## config.mk

```make
export PLATFORM = sky130hd
export DESIGN_NAME = frogger_anim_sequencer
export DESIGN_NICKNAME = d
export VERILOG_FILES = /design/src/rtl/frogger_anim_sequencer.sv
export SDC_FILE = /design/constraint.sdc
export NUM_CORES = 1
export LEC_CHECK = 0
export ABC_AREA = 1
export BUFFER_PORTS_ARGS = -buffer_cell sky130_fd_sc_hd__buf_2
export CAP_MARGIN = 20
export CORE_MARGIN = 2
export CORE_UTILIZATION = 45
export DETAILED_ROUTE_END_ITERATION = 10
export GPL_TIMING_DRIVEN = 0
export PLACE_DENSITY = 0.72
export SYNTH_ARGS = -nofsm -noshare
export SYNTH_HDL_FRONTEND = slang
export SYNTH_SLANG_ARGS = --single-unit
```

## constraint.sdc

```tcl
create_clock -name SC_ANIMSEQ_CLOCK_50 -period 2.5 [get_ports SC_ANIMSEQ_CLOCK_50]
set_input_delay 0.5 -clock SC_ANIMSEQ_CLOCK_50 [delete_from_list [all_inputs] [get_ports SC_ANIMSEQ_CLOCK_50]]
set_output_delay 0.5 -clock SC_ANIMSEQ_CLOCK_50 [all_outputs]
set_load 0.05 [all_outputs]
```

## src/rtl/frogger_anim_sequencer.sv

```systemverilog
// frogger_anim_sequencer
//   Closes the loop around the free-running animation speed counter. It
//   watches the counter value, detects the terminal count for the selected
//   speed, clears the counter, and on each terminal count advances a sprite
//   frame index and emits a one-cycle step pulse (plus a wrap pulse when the
//   frame index rolls over).
//
// Ports
//   SC_ANIMSEQ_CLOCK_50        in  system clock (50 MHz)
//   SC_ANIMSEQ_RESET_InLow     in  synchronous reset, active low
//   SC_ANIMSEQ_count_InBUS     in  current counter value
//   SC_ANIMSEQ_enable_In       in  1 = animate, 0 = idle with counter cleared
//   SC_ANIMSEQ_pause_In        in  1 = freeze counter and frame
//   SC_ANIMSEQ_dir_In          in  0 = frame increments, 1 = frame decrements
//   SC_ANIMSEQ_speed_InBUS     in  speed select, limit = LIMIT_BASE >> speed
//   SC_ANIMSEQ_clear_OutLow    out counter clear, 0 = clear on next edge
//   SC_ANIMSEQ_upcount_OutLow  out counter count-enable, 0 = count
//   SC_ANIMSEQ_frame_OutBUS    out current frame index
//   SC_ANIMSEQ_step_Out        out one-cycle pulse per frame advance
//   SC_ANIMSEQ_wrap_Out        out one-cycle pulse when the frame wraps
module frogger_anim_sequencer #(
  parameter int COUNT_WIDTH = 24,
  parameter int FRAME_WIDTH = 3,
  parameter int NUM_FRAMES  = 8,
  parameter int LIMIT_BASE  = 12_500_000
) (
  input  logic                   SC_ANIMSEQ_CLOCK_50,
  input  logic                   SC_ANIMSEQ_RESET_InLow,
  input  logic [COUNT_WIDTH-1:0] SC_ANIMSEQ_count_InBUS,
  input  logic                   SC_ANIMSEQ_enable_In,
  input  logic                   SC_ANIMSEQ_pause_In,
  input  logic                   SC_ANIMSEQ_dir_In,
  input  logic [1:0]             SC_ANIMSEQ_speed_InBUS,
  output logic                   SC_ANIMSEQ_clear_OutLow,
  output logic                   SC_ANIMSEQ_upcount_OutLow,
  output logic [FRAME_WIDTH-1:0] SC_ANIMSEQ_frame_OutBUS,
  output logic                   SC_ANIMSEQ_step_Out,
  output logic                   SC_ANIMSEQ_wrap_Out
);

  // Compare width: wide enough for both the counter and the 32-bit base,
  // plus one spare bit so limit-1 never underflows into a false match.
  localparam int CMP_W = (COUNT_WIDTH > 32) ? COUNT_WIDTH + 1 : 33;
  localparam logic [CMP_W-1:0] BASE = CMP_W'(LIMIT_BASE);
  localparam logic [FRAME_WIDTH-1:0] LAST_FRAME = FRAME_WIDTH'(NUM_FRAMES - 1);

  typedef enum logic [1:0] {
    IDLE   = 2'd0,
    RUN    = 2'd1,
    STEP   = 2'd2,
    PAUSED = 2'd3
  } stateT;

  stateT                  state;
  stateT                  stateNext;
  logic [FRAME_WIDTH-1:0] frame;
  logic [FRAME_WIDTH-1:0] frameNext;
  logic                   wrapReg;
  logic                   wrapNext;
  logic [CMP_W-1:0]       limitVal;
  logic [CMP_W-1:0]       countExt;
  logic                   terminal;
  logic [FRAME_WIDTH:0]   advanced;

  // Terminal limit for a speed setting; a base that shifts down to zero is
  // clamped to 1 so the fastest setting still produces a step every 2 clocks.
  function automatic logic [CMP_W-1:0] limitFor(input logic [1:0] speed);
    logic [CMP_W-1:0] lim;
    lim = BASE >> speed;
    if (lim == '0) lim = CMP_W'(1);
    return lim;
  endfunction

  // Next frame index with the wrap flag in the MSB.
  function automatic logic [FRAME_WIDTH:0] advanceFrame(
    input logic [FRAME_WIDTH-1:0] cur,
    input logic                   dir
  );
    logic [FRAME_WIDTH:0] res;
    if (!dir) begin
      if (cur == LAST_FRAME) res = {1'b1, {FRAME_WIDTH{1'b0}}};
      else                   res = {1'b0, cur + 1'b1};
    end else begin
      if (cur == '0) res = {1'b1, LAST_FRAME};
      else           res = {1'b0, cur - 1'b1};
    end
    return res;
  endfunction

  // Limit is recomputed every cycle; >= lets a lowered limit take effect on
  // the very next compare even if the counter is already past it.
  assign limitVal = limitFor(SC_ANIMSEQ_speed_InBUS);
  assign countExt = {{(CMP_W - COUNT_WIDTH){1'b0}}, SC_ANIMSEQ_count_InBUS};
  assign terminal = (countExt >= (limitVal - CMP_W'(1)));
  assign advanced = advanceFrame(frame, SC_ANIMSEQ_dir_In);

  always_ff @(posedge SC_ANIMSEQ_CLOCK_50) begin
    if (!SC_ANIMSEQ_RESET_InLow) begin
      state   <= IDLE;
      frame   <= '0;
      wrapReg <= 1'b0;
    end else begin
      state   <= stateNext;
      frame   <= frameNext;
      wrapReg <= wrapNext;
    end
  end

  // Priority within each state: enable=0 > pause > terminal.
  always_comb begin
    stateNext = state;
    frameNext = frame;
    wrapNext  = 1'b0;
    case (state)
      IDLE: begin
        if (SC_ANIMSEQ_enable_In) stateNext = RUN;
      end
      RUN: begin
        if (!SC_ANIMSEQ_enable_In)    stateNext = IDLE;
        else if (SC_ANIMSEQ_pause_In) stateNext = PAUSED;
        else if (terminal) begin
          stateNext = STEP;
          frameNext = advanced[FRAME_WIDTH-1:0];
          wrapNext  = advanced[FRAME_WIDTH];
        end
      end
      STEP: begin
        if (!SC_ANIMSEQ_enable_In)    stateNext = IDLE;
        else if (SC_ANIMSEQ_pause_In) stateNext = PAUSED;
        else                          stateNext = RUN;
      end
      PAUSED: begin
        if (!SC_ANIMSEQ_enable_In)     stateNext = IDLE;
        else if (!SC_ANIMSEQ_pause_In) stateNext = RUN;
      end
      default: stateNext = IDLE;
    endcase
  end

  // Moore outputs decoded from state. PAUSED keeps clear and count-enable
  // both inactive so the counter simply holds its value.
  assign SC_ANIMSEQ_clear_OutLow   = (state == RUN) || (state == PAUSED);
  assign SC_ANIMSEQ_upcount_OutLow = (state != RUN);
  assign SC_ANIMSEQ_step_Out       = (state == STEP);
  assign SC_ANIMSEQ_wrap_Out       = wrapReg;
  assign SC_ANIMSEQ_frame_OutBUS   = frame;

endmodule

```

# After elaboration in Yosys (flattened, before gate mapping)
# Index checks and enable logic that the tools add are counted.
[word_totals] ff_bits=6 rom_bits=0 word_cells=41 latchBits=0 mem_bits_rw=0 n_memories=0 input_bits=31
[op_classes] div=0 add_sub_neg=3 n_reduce_logical=7 n_shift=1 eq_ne=8 order_cmp=1 multipliers=0 n_bitwise=5 n_mux=13
[ops] op="$ge A24 B33 Y1" count=1
[ops] op="$logic_not A33 Y1" count=1
[ops] op="$mux W33" count=1
[ops] op="$shr A24 B2 Y33 const A" count=1
[ops] op="$sub A33 B1 Y33 const B" count=1
[ops] op="$mux W2" count=8
[ops] op="$mux W4" count=3
[ops] op="$pmux W2 S4" count=1
[ops] op="$not A1 Y1" count=5
[ops] op="$reduce_or A5 Y1" count=1
[ops] op="$eq A2 B2 Y1 const B" count=2
[ops] op="$ne A4 B4 Y1 const B" count=1
[ops] op="$reduce_and A4 Y1" count=1
[ops] op="$add A3 B1 Y3 const B" count=1
[ops] op="$eq A3 B3 Y1 const B" count=1
[ops] op="$logic_not A3 Y1" count=1
[ops] op="$ne A3 B3 Y1 const B" count=1
[ops] op="$reduce_and A3 Y1" count=1
[ops] op="$sub A3 B1 Y3 const B" count=1
[ops] op="$eq A2 B1 Y1 const B" count=1
[ops] op="$logic_not A2 Y1" count=1
[ops] op="$ne A2 B1 Y1 const B" count=1
[ops] op="$ne A2 B2 Y1 const B" count=1
[ops] op="$logic_or A1 B1 Y1" count=1

# Depth between registers and ports, before layout
[logic_depth] word_depth=9 mapped_depth=16 mapped_depth_nobuf=16

# Least setup slack after synthesis
# OpenSTA, ideal clock, no wires.
[synth_timing] kind="input -> register" startpoint="input SC_ANIMSEQ_speed_InBUS[1]" endpoint="register state[1]" t_arrival_ns=1.997 required_ns=2.385 stages=13 slack_ns=0.388 setup_ns=0.115 cell_sequence="buf_6 nand2_1 ha_1 ha_1 nand2_1 nor2_1 and2_0 nand3_1 nand2_1 nor2_2 nand3_1 a21oi_1 nor2_1"
[synth_via] elab_chain_cells=7
[synth_lines] item="start: declaration" line_no="33" source="input logic [1:0] SC_ANIMSEQ_speed_InBUS,"
[synth_lines] item="$shr A24 B2 Y33 (*)" line_no="69" source="lim = BASE >> speed;"
[synth_lines] item="$logic_not A33 Y1" line_no="70" source="if (lim == '0) lim = CMP_W'(1);"
[synth_lines] item="$mux W33 (*)" line_no="70"
[synth_lines] item="$sub A33 B1 Y33 (*)" line_no="94" source="assign terminal = (countExt >= (limitVal - CMP_W'(1)));"
[synth_lines] item="$ge A24 B33 Y1 (*)" line_no="94"
[synth_lines] item="$ne A4 B4 Y1 (no source line) (*)"
[synth_lines] item="$reduce_and A3 Y1 (no source line) (*)"
[synth_lines] item="end signal: assignment" line_no="103" source="state <= stateNext;"
[synth_lines] item="end: declaration" line_no="54" source="stateT state;"
# Mark *: on every way between the ends. The rest lies on a longest branch, timed or not.
# A chain may end at the register's enable or synchronous reset.

# Worst setup path after layout
[layout_timing] startpoint="input SC_ANIMSEQ_speed_InBUS[0]" endpoint="register frame[0], in the netlist SC_ANIMSEQ_frame_OutBUS[0]"
[layout_via] elab_chain_cells=6
[layout_lines] item="$shr A24 B2 Y33 (*)" line_no="69"
[layout_lines] item="$logic_not A33 Y1" line_no="70"
[layout_lines] item="$mux W33 (*)" line_no="70"
[layout_lines] item="$sub A33 B1 Y33 (*)" line_no="94"
[layout_lines] item="$ge A24 B33 Y1 (*)" line_no="94"
[layout_lines] item="$reduce_and A4 Y1 (no source line) (*)"
[layout_lines] item="end signal: assignment" line_no="104" source="frame <= frameNext;"
[layout_lines] item="end: declaration" line_no="56" source="logic [FRAME_WIDTH-1:0] frame;"
# Marked as above.

==> summary.txt <==
Run status
  • Status: finished, final reports clean

Setup path
  • Max FO, Critical Path: 6
  • Worst EP arrival: 2360 ps
  • CP endpoint kind: flip-flop
  • Crit Path Class: input pin to flip-flop
  • Cell count of the worst reg-to-reg path: 6
  • FF-to-FF setup slack: 1200 ps
  • WP data required: 2660 ps
  • Startpoint Class: input pin

Yosys
  • Syn avg cell area: 6.28 µm²
  • Post-synthesis cell area: 1080 µm²
  • Cells after synthesis: 172
  • Synth cell types: 28
  • Flop and latch count out of synthesis: 6
  • Synth Flop Type: dfxtp_1
  • Sequential area share after synthesis: 11.1%
  • Synthesis Warnings: 0
  • Synth top cells by count: nand2_1 (41), inv_1 (27), ha_1 (24)
  • Most common cell in the netlist: nand2_1
  • Synth async-reset ratio: 0%
  • Post-synth top area cell: ha_1
  • Top cells by area, synth: ha_1 (28%), nand2_1 (14%), dfxtp_1 (11%)
  • EDFF count, synth: 0
  • Share of the synthesized area in the top cell type: 27.8%

Clock tree
  • Root cell of the clock tree: clkbuf_4
  • Number of CTS-inserted buffers: 3
  • Clock Pin Slew Worst Setup and Hold Paths: 50 ps
  • Post-CTS Resized: 0
  • Clk sinks: 6
  • Hold Buf Count CTS: 0
  • TritonCTS clock tree: yes
  • Max Buffers Root-to-Sink: 2
  • Post-CTS Setup Inserts: 0
  • Htree depth: 1
  • Later-pin clock latency in the skew report: 250 ps

Route
  • Wire per inst: 10.0 µm
  • Drt total wl: 2410 µm
  • Vias: 1155
  • DRT Pass-1 Iters: 4
  • # DRC: 0
  • Vias per Instance: 4.81
  • Initial drt markers: 13
  • Final ANT Viol Nets: 0

Global route
  • Initial antenna violation count: 0
  • Maximum number of pins on one net before global-route repair: 10
  • All-Layer GR Usage: 19.7%
  • Vias in the first global route: 1084
  • First-pass GRT wire length: 4170 µm
  • Total grt overflow: 0

Final layout
  • Nets: 269
  • Antenna diode count: 0
  • Share of layout cells above drive strength 1: 24.1%
  • Area grow syn2layout: 22.4%
  • Final Non-Filler Cells: 240

Min path
  • Cells on Worst Hold Path: 2
  • HP Class: flip-flop to flip-flop

Power and ir drop
  • Lkg Pwr: 0.764 nW
  • Power Density: 337 nW/µm²
  • Peak supply drop: 323 µV

Placement
  • Port Buffers: 36
  • DP HPWL: 2130 µm
  • Dpl cells: 237
  • Final Wtd Congestion: 0.838

Floorplanning
  • Site Rows: 17
  • IO Count: 38
  • Chip height: 53.0 µm
  • Die X: 53.0 µm
  • Starting density of the core: 48.3%
  • Die area: 2810 µm²
  • Core Region: 2230 µm²

Timing
  • Setup TNS: 0 ps
  • Final Setup Violations: 0
  • FMAX: 0.456 GHz
  • Clock skew: 5.72 ps
  • Count of pins over their slew limit: 0
  • Period utilisation layout: 87.7%
  • RSZ-0062 raised after global routing: no
  • Final min period: 2190 ps
  • Fin. Hold Viols: 0

Flow run
  • Max-cap viol count: 0
## report_power, final
group,switching (W),internal (W),total [W]
logic,0.000152,0.0000904,0.000242
clock network,0.0000359,0.0000544,0.0000902
registers,0.00000876,0.000104,0.000113
## through the flow
step                cell area, µm²  setup WS, ps  power [W]  util [%]  hold slack (ps)
floorplan                     1080           388   0.000289         -              497
global placement              1300           129   0.000347      58.2              487
detailed placement            1300          99.4   0.000357      58.2              497
CTS                           1320           301   0.000452      59.2              505
global route                  1320           101   0.000491      59.2              522
finish                        1320           307   0.000445      59.2              509
## final timing paths
kind	startpoint	end
worst max register to register	state[1]	state[1]
worst min-delay path	SC_ANIMSEQ_frame_OutBUS[2]	SC_ANIMSEQ_frame_OutBUS[2]
worst max-delay path	SC_ANIMSEQ_speed_InBUS[0]	SC_ANIMSEQ_frame_OutBUS[0]
worst min register to register	SC_ANIMSEQ_frame_OutBUS[2]	SC_ANIMSEQ_frame_OutBUS[2]
## state kept, by name, indices dropped and copies added (netlist names)
name / flops
SC_ANIMSEQ_frame_OutBUS: 3
state: 2
SC_ANIMSEQ_wrap_Out: 1
## critical path, cell delays in order
cell and delay (ps):
buf_2 140, inv_2 110, nand2_4 70, ha_1 290, ha_1 280, nand2_1 60
nor2_1 50, and2_0 150, nand3_1 80, nand2_1 60, nor2_2 120, nand2_2 110
nand2_2 90, nand2_1 60, a21oi_1 180
## routing by layer
metal,up-vias,wire length (µm),track usage (%)
met2,24,1290,39.0
met3,5,102,2.26
met4,0,38,6.41
li1,635,-,-
met5,-,0,0
met1,491,977,21.1
## cells in the final DEF, fill, tap and decap left out
master	instances
nand2_1	41
buf_2	36
inv_1	27
ha_1	24
nor2_1	20
a21oi_1	15
nand3_1	12
dfxtp_1	6
o21ai_0	4
nand2_2	3
clkbuf_4	3
nor2_2	2
conb_1	2
buf_6	1
inv_2	1
nand2_4	1
inv_4	1
dlygate4sd1_1	1
clkbuf_1	1
nor3_1	1
nand3_2	1
nor2_4	1
nand4_1	1
and2_0	1
a21o_1	1
nor3_4	1
o21a_1	1
a211o_1	1
o22ai_1	1
xnor2_1	1
## cell families (layout without fill, tap and decap cells)
family	count (synthesis)	after routing	share of synthesized area, %
compound gates	23	23	11.6
xor+xnor	1	1	0.811
fa+ha+maj	24	24	27.8
buf+inv	32	71	12.5
flops	6	6	11.1
other cells	1	2	0.347
simple gates	85	85	35.8
## layout make-up
cell class	instances	area [µm²]
buffer	3	23.8
clock buffer	3	22.5
fill	215	912
inverter	29	111
multi-input combinational	135	828
sequential	6	120
tap	28	35.0
timing repair buffer	36	180
Power figures use the tool's default switching activity.
